`src/rtl/euler_operand_fetch.sv`:
```
// euler_operand_fetch
//   Read-side counterpart of the Euler last-pipe writer. It walks a RAM
//   region and fetches operand pairs (x_n at even offset, f_n at odd offset).
//   Each pair is presented to the add/multiply last pipe on data_pipe1/2.
//   A run of elem_count pairs starts on an accepted start and ends with a
//   one-cycle done pulse.
//
// Ports
//   clk, rst       : clock, synchronous active-high reset
//   start          : begin a run (sampled only in IDLE)
//   base_addr      : address of the first pair, latched on accepted start
//   elem_count     : number of pairs N, latched on accepted start
//   ram_rd_en      : RAM read strobe (high in FETCH_A / FETCH_B only)
//   ram_addr       : RAM read address (holds last value when idle)
//   ram_rdata      : RAM read data, valid one cycle after ram_rd_en
//   data_pipe1/2   : operand A / operand B
//   operand_valid  : data_pipe1/2 hold a valid pair
//   pipe_ready     : consumer accepts the pair this cycle
//   busy           : high from accepted start until the end of done
//   done           : one-cycle pulse after the last pair is accepted
module euler_operand_fetch #(
  parameter int ADD_SIZE  = 16,
  parameter int DATA_SIZE = 16
) (
  input  logic                 clk,
  input  logic                 rst,
  input  logic                 start,
  input  logic [ADD_SIZE-1:0]  base_addr,
  input  logic [ADD_SIZE-1:0]  elem_count,
  output logic                 ram_rd_en,
  output logic [ADD_SIZE-1:0]  ram_addr,
  input  logic [DATA_SIZE-1:0] ram_rdata,
  output logic [DATA_SIZE-1:0] data_pipe1,
  output logic [DATA_SIZE-1:0] data_pipe2,
  output logic                 operand_valid,
  input  logic                 pipe_ready,
  output logic                 busy,
  output logic                 done
);

  localparam logic [ADD_SIZE-1:0] ADDR_ONE = {{(ADD_SIZE-1){1'b0}}, 1'b1};

  typedef enum logic [2:0] {
    IDLE,
    FETCH_A,
    FETCH_B,
    LATCH_B,
    PRESENT,
    FINISH
  } state_t;

  state_t              state;
  logic [ADD_SIZE-1:0] ptr;        // next address to be issued
  logic [ADD_SIZE-1:0] remaining;  // pairs not yet handed to the pipe

  // Outputs are registered, so the address/strobe belonging to a state are
  // loaded on the edge that enters it. ptr therefore always runs one word
  // ahead of ram_addr. Address arithmetic wraps modulo 2^ADD_SIZE.
  always_ff @(posedge clk) begin
    if (rst) begin
      state         <= IDLE;
      ptr           <= '0;
      remaining     <= '0;
      ram_rd_en     <= 1'b0;
      ram_addr      <= '0;
      data_pipe1    <= '0;
      data_pipe2    <= '0;
      operand_valid <= 1'b0;
      busy          <= 1'b0;
      done          <= 1'b0;
    end else begin
      case (state)
        IDLE: begin
          if (start) begin
            busy      <= 1'b1;
            remaining <= elem_count;
            if (elem_count == '0) begin
              ptr   <= base_addr;
              done  <= 1'b1;
              state <= FINISH;
            end else begin
              ram_addr  <= base_addr;
              ram_rd_en <= 1'b1;
              ptr       <= base_addr + ADDR_ONE;
              state     <= FETCH_A;
            end
          end
        end

        FETCH_A: begin
          ram_addr <= ptr;
          ptr      <= ptr + ADDR_ONE;
          state    <= FETCH_B;
        end

        FETCH_B: begin
          // ram_rdata now carries the word addressed in FETCH_A
          data_pipe1 <= ram_rdata;
          ram_rd_en  <= 1'b0;
          state      <= LATCH_B;
        end

        LATCH_B: begin
          data_pipe2    <= ram_rdata;
          operand_valid <= 1'b1;
          state         <= PRESENT;
        end

        PRESENT: begin
          if (pipe_ready) begin
            operand_valid <= 1'b0;
            remaining     <= remaining - ADDR_ONE;
            if (remaining == ADDR_ONE) begin
              done  <= 1'b1;
              state <= FINISH;
            end else begin
              ram_addr  <= ptr;
              ram_rd_en <= 1'b1;
              ptr       <= ptr + ADDR_ONE;
              state     <= FETCH_A;
            end
          end
        end

        FINISH: begin
          done  <= 1'b0;
          busy  <= 1'b0;
          state <= IDLE;
        end

        default: state <= IDLE;
      endcase
    end
  end

endmodule
```
`config.mk`:
```
export PLATFORM = sky130hd
export DESIGN_NAME = euler_operand_fetch
export DESIGN_NICKNAME = d
export VERILOG_FILES = /design/src/rtl/euler_operand_fetch.sv
export SDC_FILE = /design/constraint.sdc
export NUM_CORES = 1
export LEC_CHECK = 0
export CAP_MARGIN = 20
export CORE_MARGIN = 1
export CORE_UTILIZATION = 43
export DETAILED_ROUTE_END_ITERATION = 6
export GPL_TIMING_DRIVEN = 0
export HOLD_SLACK_MARGIN = 0.02
export PLACE_DENSITY_LB_ADDON = 0.05
export SLEW_MARGIN = 20
export SYNTH_ARGS = -nofsm -noshare
export SYNTH_HDL_FRONTEND = slang
export SYNTH_SLANG_ARGS = --single-unit
```
`constraint.sdc`:
```
create_clock -name clk -period 6.9 [get_ports clk]
set_clock_uncertainty 0.2 [all_clocks]
set_input_delay 1.035 -clock clk [delete_from_list [all_inputs] [get_ports clk]]
set_output_delay 1.035 -clock clk [all_outputs]
set_load 0.02 [all_outputs]
```
==> results of run 1 <==
[cell usage in the layout (no fill, tap or decap), drive strengths merged, types with 3 or more instances in the layout]
| master | instances |
|---|---|
| nand2 | 126 |
| clkdlybuf4s50 | 103 |
| dfxtp | 87 |
| a21oi | 81 |
| clkbuf | 46 |
| nor2 | 32 |
| o21ai | 27 |
| a311oi | 18 |
| nor3 | 15 |
| nand3 | 15 |
| inv | 11 |
| a31oi | 10 |
| nand4 | 10 |
| buf | 10 |
| or4 | 9 |
| nor4 | 9 |
| o211ai | 8 |
| xor2 | 8 |
| and3 | 8 |
| and2 | 7 |
| nor3b | 6 |
| nand2b | 5 |
| o22ai | 5 |
| a211oi | 5 |
| and4 | 4 |
| xnor2 | 4 |
| or2 | 4 |
| o32ai | 4 |
| or3 | 4 |
| nor2b | 4 |
| ha | 4 |
| o31ai | 4 |
| clkinv | 4 |
| mux2i | 3 |
| or3b | 3 |
| a31o | 3 |
| a22oi | 3 |
| o41ai | 3 |
[worst paths after layout]
check                                   start          end  slack [ns]  cells past startpoint
worst max-delay path            elem_count[0]  ram_addr[6]        3.34                      9
worst min-delay path                ram_rd_en    ram_rd_en        0.26                      2
worst max register to register       state[0]  ram_addr[6]        4.03                      8
worst min register to register      ram_rd_en    ram_rd_en        0.26                      2
[metrics by stage]
step                hold WS [ns]  instance area (um2)  std cells  total power, uW  setup WS (ns)
global route              0.2696                 6180        880             1479          3.236
finish                    0.2577                 6180        880             1408          3.337
detailed placement        0.2453                 5963        864             1020          2.955
global placement          0.2412                 5963        864             1012          2.987
CTS                       0.2588                 6180        880             1410          3.364
floorplan                 0.2644                 4757        621            850.3          3.878
[registers in the layout, summed over array words and instances (netlist names)]
signal / cells
data_pipe2: 16
state: 3
operand_valid: 1
ptr: 16
busy: 1
ram_addr: 16
ram_rd_en: 1
done: 1
data_pipe1: 16
remaining: 16
[area by class of cell]
type	count	area, um2	area share [%]
Buffer	45	183.9	2.976
Clock buffer	11	151.4	2.450
Clock inverter	5	65.06	1.053
Inverter	11	41.29	0.6682
Multi-Input combinational cell	478	2790	45.15
Sequential cell	87	1742	28.18
Tap cell	140	175.2	2.835
Timing Repair Buffer	103	1031	16.68
[per-layer routing]
metal  share of wire [%]  wire (um)  vias up
li1                    -          -     2500
met1                  43       6688     2432
met2                  48       7410      168
met3                 5.5        853       30
met4                 2.9        449        0
met5                   0          0        -
[Yosys cell counts, types with 10 or more instances]
master,instances
sky130_fd_sc_hd__nand2_1,126
sky130_fd_sc_hd__dfxtp_1,87
sky130_fd_sc_hd__a21oi_1,81
sky130_fd_sc_hd__clkbuf_1,35
sky130_fd_sc_hd__nor2_1,32
sky130_fd_sc_hd__o21ai_0,27
sky130_fd_sc_hd__nand3_1,15
sky130_fd_sc_hd__nor3_1,15
sky130_fd_sc_hd__a311oi_2,10
sky130_fd_sc_hd__a31oi_1,10
sky130_fd_sc_hd__inv_1,10
[report_power, final]
group	leakage [uW]	switching [uW]	internal, uW
clock network	0.000110	204	190
registers	0.000713	46.8	554
logic	0.00128	243	171
[critical path, delay by kind of cell]
| family | cells | cell delay [ns] |
|---|---|---|
| and+or+nand+nor | 4 | 1.38 |
| buffers and inverters | 4 | 1.01 |
| AOI/OAI and AO/OA | 1 | 0.21 |
[kinds of logic after synthesis]
logic type	after synthesis
simple gates	267
mux	3
fa+ha+maj	4
xor+xnor	12
compound gates	192
buf+inv	56
flops	87
==> impl_metrics.sql, run 1 <==
INSERT INTO impl_metrics (metric_group, metric, value, unit) VALUES
('flow_run', 'max_cap_violations', '0', ''),
('drt', 'drt_first_iter_violations', '313', ''),
('drt', 'dr.pass1.iters', '5', ''),
('logic_synthesis', 'synth-main-ff-cell', 'sky130_fd_sc_hd__dfxtp_1', ''),
('sta', 'totalNegativeSetupSlack', '0', 'ns'),
('setup_path', 'required', '6.98', 'ns'),
('setup_path', 'cp_data_arrival_time', '3.65', 'ns'),
('sta', 'hold_viol', '0', ''),
('setup_path', 'critical_path_class', 'primary input to flop', ''),
('setup_path', 'critical_path.startpoint_type', 'primary input', ''),
('sta', 'rsz0062_at_grt', 'false', ''),
('grt', 'grtUsageMet2', '46.13', '%'),
('logic_synthesis', 'syn_avg_cell_area', '7.660', 'um2'),
('sta', 'timing_worst_slew_pin_value', '0.8491', 'ns'),
('final_layout', 'layout.core_utilization', '57.26', '%'),
('sta', 'time_the_worst_path_needs_with_i_o_delays_and_setup', '3.563', 'ns'),
('drt', 'wl_per_cell', '17.50', 'um'),
('logic_synthesis', 'netlist_top_cells_area', 'sky130_fd_sc_hd__dfxtp_1 (37%), sky130_fd_sc_hd__nand2_1 (9.9%), sky130_fd_sc_hd__a21oi_1 (8.5%), sky130_fd_sc_hd__a311oi_2 (3.2%), sky130_fd_sc_hd__o21ai_0 (2.8%)', ''),
('clock_tree', 'hold_bufs_inserted_after_cts', '0', ''),
('floorplanning', 'dieArea', '0.01149', 'mm2'),
('final_layout', 'finalNetCount', '791', ''),
('logic_synthesis', 'yosys.area_share.simple', '27.72', '%'),
('logic_synthesis', 'postSynthCellCount', '621', ''),
('logic_synthesis', 'ys_async_sr_fraction', '0', '%'),
('logic_synthesis', 'number_of_flops_mapped_to_enable_cells_by_yosys', '0', ''),
('final_layout', 'n_antenna_cell', '0', ''),
('clock_tree', 'cts_root_buffer', 'sky130_fd_sc_hd__clkbuf_8', ''),
('logic_synthesis', 'netlist-cell-type-count', '64', ''),
('setup_path', 'cp_common_cell', 'sky130_fd_sc_hd__buf_2', ''),
('setup_path', 'critical_path.max_fanout', '10', ''),
('clock_tree', 'post-cts-setup-buffers', '0', ''),
('final_layout', 'fraction_of_layout_instances_using_a_drive_strength_above_1', '6.757', '%'),
('setup_path', 'critical_path.endpoint_type', 'flop', ''),
('grt', 'antenna_found_initial', '0', ''),
('power', 'vdd_ir_drop_max', '0.1167', 'mV'),
('logic_synthesis', 'synth_area', '0.004757', 'mm2'),
('clock_tree', 'clock_tree.buffer_depth', '2', ''),
('floorplanning', 'floorplan.initialDensity', '44.08', '%'),
('power', 'pwr_cell_area', '227.9', 'mW/mm2'),
('grt', 'busiest_layer', 'met2', ''),
('floorplanning', 'row_count', '38', ''),
('clock_tree', 'cts_htree_levels', '3', ''),
('placed_design', 'port_buffers', '103', ''),
('grt', 'groute.usage.overall', '27.47', '%'),
('drt', 'route.final.wire_length', '15400', 'um'),
('drt', 'detailroute.via_count', '5130', ''),
('drt', 'routed_via_density', '5.830', ''),
('status', 'outcome', 'finished clean', ''),
('clock_tree', 'cts_buffers', '9', ''),
('sta', 'timing.final.setup_violations', '0', ''),
('sta', 'timing.slew.headroom', '43.39', '%'),
('logic_synthesis', 'synth.yosys.seq_area_share', '36.61', '%'),
('logic_synthesis', 'synth_top_family_by_area', 'simple AND/OR/NAND/NOR gates', ''),
('grt', 'globalRoute.totalOverflow', '0', ''),
('placed_design', 'place_congestion', '0.8897', ''),
('logic_synthesis', 'synth_xor_xnor_area_share', '2.209', '%'),
('grt', 'grt.met1_usage', '33.52', '%'),
('grt', 'grt_first_pass_wirelength', '24420', 'um'),
('grt', 'largest_net_degree_at_the_start_of_global_routing', '16', ''),
('clock_tree', 'cts_tree', 'yes', ''),
('final_layout', 'area_growth_syn_to_layout', '29.91', '%'),
('clock_tree', 'clk-insertion-delay-late', '0.38', 'ns'),
('logic_synthesis', 'mappedNetlistNets', '677', ''),
('drt', 'ant_nets', '0', ''),
('final_layout', 'filler_cell_count', '1014', ''),
('logic_synthesis', 'netlist.top_cell.by_area', 'sky130_fd_sc_hd__dfxtp_1', ''),
('placed_design', 'post-dp-hpwl', '11370', 'um'),
('logic_synthesis', 'post-synth-top-area-fraction', '36.61', '%'),
('drt', 'drc_errors', '0', ''),
('floorplanning', 'core_area', '0.01079', 'mm2'),
('sta', 'post-route-period-util', '51.64', '%');
No activity file was read; power rests on OpenSTA's default activity.
==> run 2, diff against run 1 <==
==> constraint.sdc (replaced) <==
create_clock -name clk -period 3 [get_ports clk]
set_clock_uncertainty 0.2 [all_clocks]
set_input_delay 0.45 -clock clk [delete_from_list [all_inputs] [get_ports clk]]
set_output_delay 0.45 -clock clk [all_outputs]
set_load 0.02 [all_outputs]
==> impl_metrics.sql, run 2 (synthesis results as in run 1) <==
INSERT INTO impl_metrics (metric_group, metric, value, unit) VALUES
('setup_path', 'cpPeakStageDelay', '0.47', 'ns'),
('drt', 'met2RoutedLength', '7440', 'um'),
('setup_path', 'crit_chain', 'clkdlybuf4s50_1 > nor4_2 > nand4_4 > or4_1 > buf_2 > and2_1 > buf_2 > buf_6 > a311oi_2', ''),
('clock_tree', 'clock_tree.buffer_depth', '2', ''),
('power', 'switching_power', '1131', 'uW'),
('drt', 'ant_nets', '0', ''),
('sta', 'timing_worst_slew_pin_value', '0.8591', 'ns'),
('placed_design', 'post-dp-hpwl', '11370', 'um'),
('floorplanning', 'floorplan.initialDensity', '44.08', '%'),
('power', 'pwr_cell_area', '521.5', 'mW/mm2'),
('drt', 'm1WireLength', '6591', 'um'),
('placed_design', 'port_buffers', '103', ''),
('final_layout', 'area_growth_syn_to_layout', '30.51', '%'),
('grt', 'largest_net_degree_at_the_start_of_global_routing', '16', ''),
('hold_path', 'holdCritPathClass', 'flop to flop', ''),
('sta', 'post-route-period-util', '95.02', '%'),
('power', 'vdd_ir_drop_max', '0.2689', 'mV'),
('setup_path', 'r2r.worst_path.cells', '6', ''),
('power', 'combinationalPowerShare', '29.5', '%'),
('sta', 'maxSlewViolCount', '0', ''),
('power', 'clock_power_share', '27.9', '%'),
('sta', 'finalWorstSetupSlack', '0.1493', 'ns'),
('setup_path', 'cp_common_cell', 'sky130_fd_sc_hd__buf_2', ''),
('status', 'outcome', 'finished clean', ''),
('power', 'power_leakage', '0.002113', 'uW'),
('grt', 'groute.usage.overall', '27.42', '%'),
('sta', 'fmax', '350.8', 'MHz'),
('drt', 'routed_via_density', '5.845', ''),
('drt', 'wl_met3', '920', 'um'),
('final_layout', 'layoutNonFillerInstCount', '880', ''),
('final_layout', 'filler_cell_count', '1012', ''),
('sta', 'timing.slew.headroom', '42.72', '%'),
('drt', 'drc_errors', '0', ''),
('sta', 'time_the_worst_path_needs_with_i_o_delays_and_setup', '2.851', 'ns'),
('drt', 'detailroute.via_count', '5144', ''),
('setup_path', 'critical_path.endpoint_type', 'flop', ''),
('final_layout', 'finalNetCount', '791', ''),
('grt', 'vias_in_the_first_global_route', '4969', ''),
('clock_tree', 'cts_buffers', '9', ''),
('final_layout', 'commonest_non_fill_non_tap_cell_in_the_layout', 'sky130_fd_sc_hd__nand2_1', ''),
('final_layout', 'n_antenna_cell', '0', ''),
('flow_run', 'max_cap_violations', '0', ''),
('clock_tree', 'cts_root_buffer', 'sky130_fd_sc_hd__clkbuf_8', ''),
('clock_tree', 'clock_sinks', '87', ''),
('drt', 'highest-signal-layer', 'met4', ''),
('setup_path', 'critical_path.max_fanout', '10', ''),
('sta', 'rsz0062_at_grt', 'false', ''),
('floorplanning', 'dieArea', '0.01149', 'mm2'),
('drt', 'dr.pass1.iters', '5', ''),
('final_layout', 'fraction_of_layout_instances_using_a_drive_strength_above_1', '7.027', '%'),
('setup_path', 'critical_path.startpoint_type', 'primary input', ''),
('placed_design', 'dp.cells', '864', ''),
('setup_path', 'critical_path_class', 'primary input to flop', ''),
('setup_path', 'cp_data_arrival_time', '2.93', 'ns'),
('placed_design', 'placement.setup.worst_slack', '-0.3598', 'ns'),
('floorplanning', 'die-height', '107.2', 'um'),
('clock_tree', 'clk_pin_slew_worst_paths', '0.09', 'ns'),
('floorplanning', 'core_area', '0.01079', 'mm2'),
('final_layout', 'top_library_cells_by_usage_in_the_layout_fill_and_taps_aside', 'sky130_fd_sc_hd__nand2_1 (126), sky130_fd_sc_hd__clkdlybuf4s50_1 (103), sky130_fd_sc_hd__dfxtp_1 (87)', ''),
('grt', 'grt_first_pass_wirelength', '24400', 'um'),
('power', 'power.switching_fraction', '34.94', '%'),
('clock_tree', 'cts_tree', 'yes', ''),
('grt', 'antenna_found_initial', '0', ''),
('setup_path', 'required', '3.08', 'ns'),
('power', 'relative_contribution_of_sequential_cells_to_total_power', '42.6', '%'),
('sta', 'hold_viol', '0', ''),
('floorplanning', 'i_o_pin_count', '104', ''),
('setup_path', 'critical_path.slowest_cell', 'sky130_fd_sc_hd__clkdlybuf4s50_1', ''),
('grt', 'globalRoute.totalOverflow', '0', ''),
('clock_tree', 'clk-insertion-delay-late', '0.38', 'ns'),
('power', 'power.internal', '2107', 'uW'),
('floorplanning', 'row_count', '38', ''),
('floorplanning', 'die_w', '107.2', 'um'),
('sta', 'timing.final.setup_violations', '0', ''),
('hold_path', 'timing.hold.worst_path_depth', '2', ''),
('drt', 'route.final.wire_length', '15400', 'um'),
('clock_tree', 'hold_bufs_inserted_after_cts', '0', ''),
('clock_tree', 'cts_htree_levels', '3', ''),
('drt', 'wl_per_cell', '17.50', 'um'),
('placed_design', 'place_congestion', '0.8897', ''),
('drt', 'drt_first_iter_violations', '296', '');
==> run 2: timing repair <==
action,4_1_cts,5_1_grt
resized for setup,0,7
setup buffers,0,0
endpoints found under the setup margin,0,13
==> run 2: routing by layer <==
metal,up-vias,track usage [%]
met4,0,13.70
li1,2498,-
met1,2427,33.56
met5,-,0
met2,189,46.18
met3,30,4.742
==> run 2: stage by stage <==
| step | total power (uW) | cell area, um2 | hold WS (ns) | util (%) | TNS (ns) |
|---|---|---|---|---|---|
| after floorplan | 1956 | 4757 | 0.2644 | - | 0 |
| after global placement | 2328 | 5963 | 0.2412 | 55.25 | -5.093 |
| after detailed placement | 2345 | 5963 | 0.2453 | 55.25 | -5.902 |
| after CTS | 3242 | 6180 | 0.2588 | 57.26 | 0 |
| after global routing | 3405 | 6208 | 0.2696 | 57.52 | 0 |
| final | 3238 | 6208 | 0.2576 | 57.52 | 0 |
==> run 2: worst max-delay path: cells and delay by family <==
kind | cells | cell delay (ns)
AO/OA/AOI/OAI | 1 | 0.21
buffers and inverters | 4 | 1.01
AND/OR/NAND/NOR | 4 | 1.26
==> run 2: path summary, 6_finish.rpt <==
path	startpoint	end	slack, ns
worst max-delay path	elem_count[8]	ram_addr[6]	0.15
worst min-delay path	data_pipe1[10]	data_pipe1[10]	0.26
worst max register to register	remaining[6]	ptr[4]	0.27
worst min register to register	data_pipe1[10]	data_pipe1[10]	0.26
==> run 2: cell type report <==
class	instances	area (um2)	share of cell area, %
repair buffers	103	1031	16.61
clock buffers	11	151.4	2.439
flip-flops and latches	87	1742	28.05
inverters	11	41.29	0.6651
plain buffers	45	186.4	3.003
clock inverters	5	65.06	1.048
multi-input cells	478	2816	45.36
well taps	140	175.2	2.821
==> run 2: power by group through the flow <==
stage | Combinational (uW) | Sequential (uW) | Clock [uW]
4_1_cts | 944 | 1380 | 920
3_5_place_dp | 942 | 1400 | 0
5_1_grt | 1040 | 1400 | 970
6_report | 954 | 1380 | 903
3_3_place_gp | 929 | 1400 | 0
2_1_floorplan | 502 | 1450 | 0
==> run 3, diff against run 2 <==
--- a/config.mk
+++ b/config.mk
@@ -6,13 +6,14 @@
 export NUM_CORES = 1
 export LEC_CHECK = 0
 export CAP_MARGIN = 20
+export CORE_ASPECT_RATIO = 1.4
 export CORE_MARGIN = 1
 export CORE_UTILIZATION = 43
+export CTS_BUF_LIST = sky130_fd_sc_hd__clkbuf_4
 export DETAILED_ROUTE_END_ITERATION = 6
 export GPL_TIMING_DRIVEN = 0
 export HOLD_SLACK_MARGIN = 0.02
 export PLACE_DENSITY_LB_ADDON = 0.05
-export SLEW_MARGIN = 20
 export SYNTH_ARGS = -nofsm -noshare
 export SYNTH_HDL_FRONTEND = slang
 export SYNTH_SLANG_ARGS = --single-unit
==> impl_metrics.sql, run 3 (synthesis results as in run 1) <==
INSERT INTO impl_metrics (metric_group, metric, value, unit) VALUES
('status', 'outcome', 'finished clean', ''),
('final_layout', 'multi_input_combinational_cell_area', '0.002790', 'mm2'),
('drt', 'wl_per_cell', '17.56', 'um'),
('floorplanning', 'die-height', '126.5', 'um'),
('setup_path', 'critical_path.endpoint_type', 'flop', ''),
('clock_tree', 'clk-insertion-delay-late', '0.47', 'ns'),
('setup_path', 'required', '3.19', 'ns'),
('clock_tree', 'cts_tree', 'yes', ''),
('final_layout', 'filler_cell_count', '1060', ''),
('hold_path', 'holdCritPathClass', 'flop to flop', ''),
('drt', 'dr.pass1.iters', '5', ''),
('floorplanning', 'dieArea', '0.01149', 'mm2'),
('setup_path', 'cp_common_cell', 'sky130_fd_sc_hd__buf_2', ''),
('final_layout', 'layout.core_utilization', '56.60', '%'),
('final_layout', 'area_growth_syn_to_layout', '28.62', '%'),
('drt', 'ant_nets', '0', ''),
('clock_tree', 'clk_pin_slew_worst_paths', '0.15', 'ns'),
('setup_path', 'regToRegSetupSlack', '0.23', 'ns'),
('setup_path', 'crit_chain', 'clkdlybuf4s50_1 > nor4_2 > nand4_2 > or4_1 > buf_2 > and2_1 > buf_2 > buf_6 > a311oi_2', ''),
('clock_tree', 'clock_tree.buffer_depth', '2', ''),
('setup_path', 'r2r-end', 'ptr[4]', ''),
('sta', 'timing_worst_slew_pin_value', '0.8812', 'ns'),
('clock_tree', 'cts_htree_levels', '3', ''),
('sta', 'post-route-period-util', '94.65', '%'),
('clock_tree', 'cts_root_buffer', 'sky130_fd_sc_hd__clkbuf_4', ''),
('sta', 'maxSlewViolCount', '0', ''),
('final_layout', 'commonest_non_fill_non_tap_cell_in_the_layout', 'sky130_fd_sc_hd__nand2_1', ''),
('sta', 'finalWorstSetupSlack', '0.1606', 'ns'),
('sta', 'rsz0062_at_grt', 'false', ''),
('grt', 'groute.usage.overall', '27.17', '%'),
('grt', 'globalRoute.totalOverflow', '0', ''),
('floorplanning', 'floorplan.initialDensity', '44.00', '%'),
('final_layout', 'finalNetCount', '791', ''),
('drt', 'detailroute.via_count', '5199', ''),
('hold_path', 'worst_hold_path.endpoint', 'ram_rd_en', ''),
('grt', 'vias_in_the_first_global_route', '4893', ''),
('setup_path', 'critical_path.max_fanout', '10', ''),
('setup_path', 'critical_path_class', 'primary input to flop', ''),
('placed_design', 'place_congestion', '0.9100', ''),
('setup_path', 'cpPeakStageDelay', '0.47', 'ns'),
('drt', 'routed_via_density', '5.895', ''),
('sta', 'hold_viol', '0', ''),
('sta', 'fmax', '352.2', 'MHz'),
('setup_path', 'r2r.worst_path.cells', '8', ''),
('flow_run', 'max_cap_violations', '0', ''),
('setup_path', 'cp_data_arrival_time', '3.03', 'ns'),
('hold_path', 'worstHoldStart', 'ram_rd_en', ''),
('grt', 'grtUsageMet2', '47.73', '%'),
('sta', 'timing.final.setup_violations', '0', ''),
('power', 'pwr_cell_area', '500.9', 'mW/mm2'),
('power', 'power_leakage', '0.002079', 'uW'),
('grt', 'grt_first_pass_wirelength', '24710', 'um'),
('floorplanning', 'die_w', '90.90', 'um'),
('floorplanning', 'core_area', '0.01081', 'mm2'),
('setup_path', 'critical_path.slowest_cell', 'sky130_fd_sc_hd__clkdlybuf4s50_1', ''),
('final_layout', 'top_library_cells_by_usage_in_the_layout_fill_and_taps_aside', 'sky130_fd_sc_hd__nand2_1 (126), sky130_fd_sc_hd__clkdlybuf4s50_1 (103), sky130_fd_sc_hd__dfxtp_1 (87)', ''),
('clock_tree', 'clock_sinks', '87', ''),
('grt', 'grt.met1_usage', '31.24', '%'),
('clock_tree', 'hold_bufs_inserted_after_cts', '0', ''),
('drt', 'drc_errors', '0', ''),
('grt', 'grt_use_met3', '5.276', '%'),
('floorplanning', 'row_count', '45', ''),
('grt', 'busiest_layer', 'met2', ''),
('floorplanning', 'i_o_pin_count', '104', ''),
('setup_path', 'critical_path.startpoint_type', 'primary input', ''),
('drt', 'route.final.wire_length', '15490', 'um'),
('sta', 'time_the_worst_path_needs_with_i_o_delays_and_setup', '2.839', 'ns'),
('placed_design', 'post-dp-hpwl', '11560', 'um'),
('placed_design', 'placement.setup.worst_slack', '-0.3409', 'ns'),
('final_layout', 'fraction_of_layout_instances_using_a_drive_strength_above_1', '7.027', '%'),
('clock_tree', 'cts_buffers', '9', ''),
('power', 'vdd_ir_drop_max', '0.3632', 'mV'),
('final_layout', 'layoutNonFillerInstCount', '882', ''),
('grt', 'largest_net_degree_at_the_start_of_global_routing', '17', ''),
('sta', 'timing.slew.headroom', '41.25', '%'),
('clock_tree', 'post-cts-setup-buffers', '0', ''),
('grt', 'antenna_found_initial', '1', ''),
('drt', 'drt_first_iter_violations', '301', ''),
('hold_path', 'timing.hold.worst_path_depth', '2', ''),
('clock_tree', 'postCtsResizedCells', '0', ''),
('final_layout', 'register_area', '0.001742', 'mm2'),
('placed_design', 'port_buffers', '103', ''),
('placed_design', 'dp.cells', '865', ''),
('setup_path', 'reg2reg_start', 'state[2]', '');
run 3: worst max-delay path, delay by kind of cell:
family / cells / cell delay (ns)
AND/OR/NAND/NOR: 4 / 1.37
buffers and inverters: 4 / 0.99
AO/OA/AOI/OAI: 1 / 0.20
run 3: final cells by class:
type | count | area share [%]
Timing Repair Buffer | 103 | 16.85
Multi-Input combinational cell | 478 | 45.60
Inverter | 11 | 0.6748
Tap cell | 141 | 2.883
Buffer | 45 | 3.067
Sequential cell | 87 | 28.47
Clock buffer | 9 | 1.104
Antenna cell | 1 | 0.04090
Clock inverter | 7 | 1.309
run 3: how the worst max path moves through the flow:
stage,from,endpoint,slack (ns),cells after the start
CTS,state[0],ptr[11],0.10,8
finish,elem_count[0],ram_addr[1],0.16,9
floorplan,elem_count[11],ram_addr[0],0.56,8
detailed placement,elem_count[0],ram_addr[1],-0.34,9
global route,state[2],ptr[7],0.01,8
global placement,elem_count[0],ram_addr[1],-0.30,9
run 3: through the flow:
stage	hold WS [ns]	area, um2	power [uW]	TNS (ns)
2_1_floorplan	0.2644	4757	1956	0
3_3_place_gp	0.2437	5964	2332	-5.106
3_5_place_dp	0.2500	5964	2349	-5.882
4_1_cts	0.2700	6112	3070	0
5_1_grt	0.2916	6118	3232	0
6_report	0.2666	6118	3065	0
run 3: per-layer routing:
layer / routed length, um / vias to the layer above
met5: 0 / -
met4: 688 / 0
met3: 732 / 43
met2: 7864 / 184
met1: 6203 / 2472
li1: - / 2500
run 3: power by group:
group / switching [uW] / total (uW) / leakage, uW / internal, uW
logic: 559 / 954 / 0.00129 / 395
clock network: 463 / 729 / 0.0000805 / 266
registers: 106 / 1380 / 0.000713 / 1270
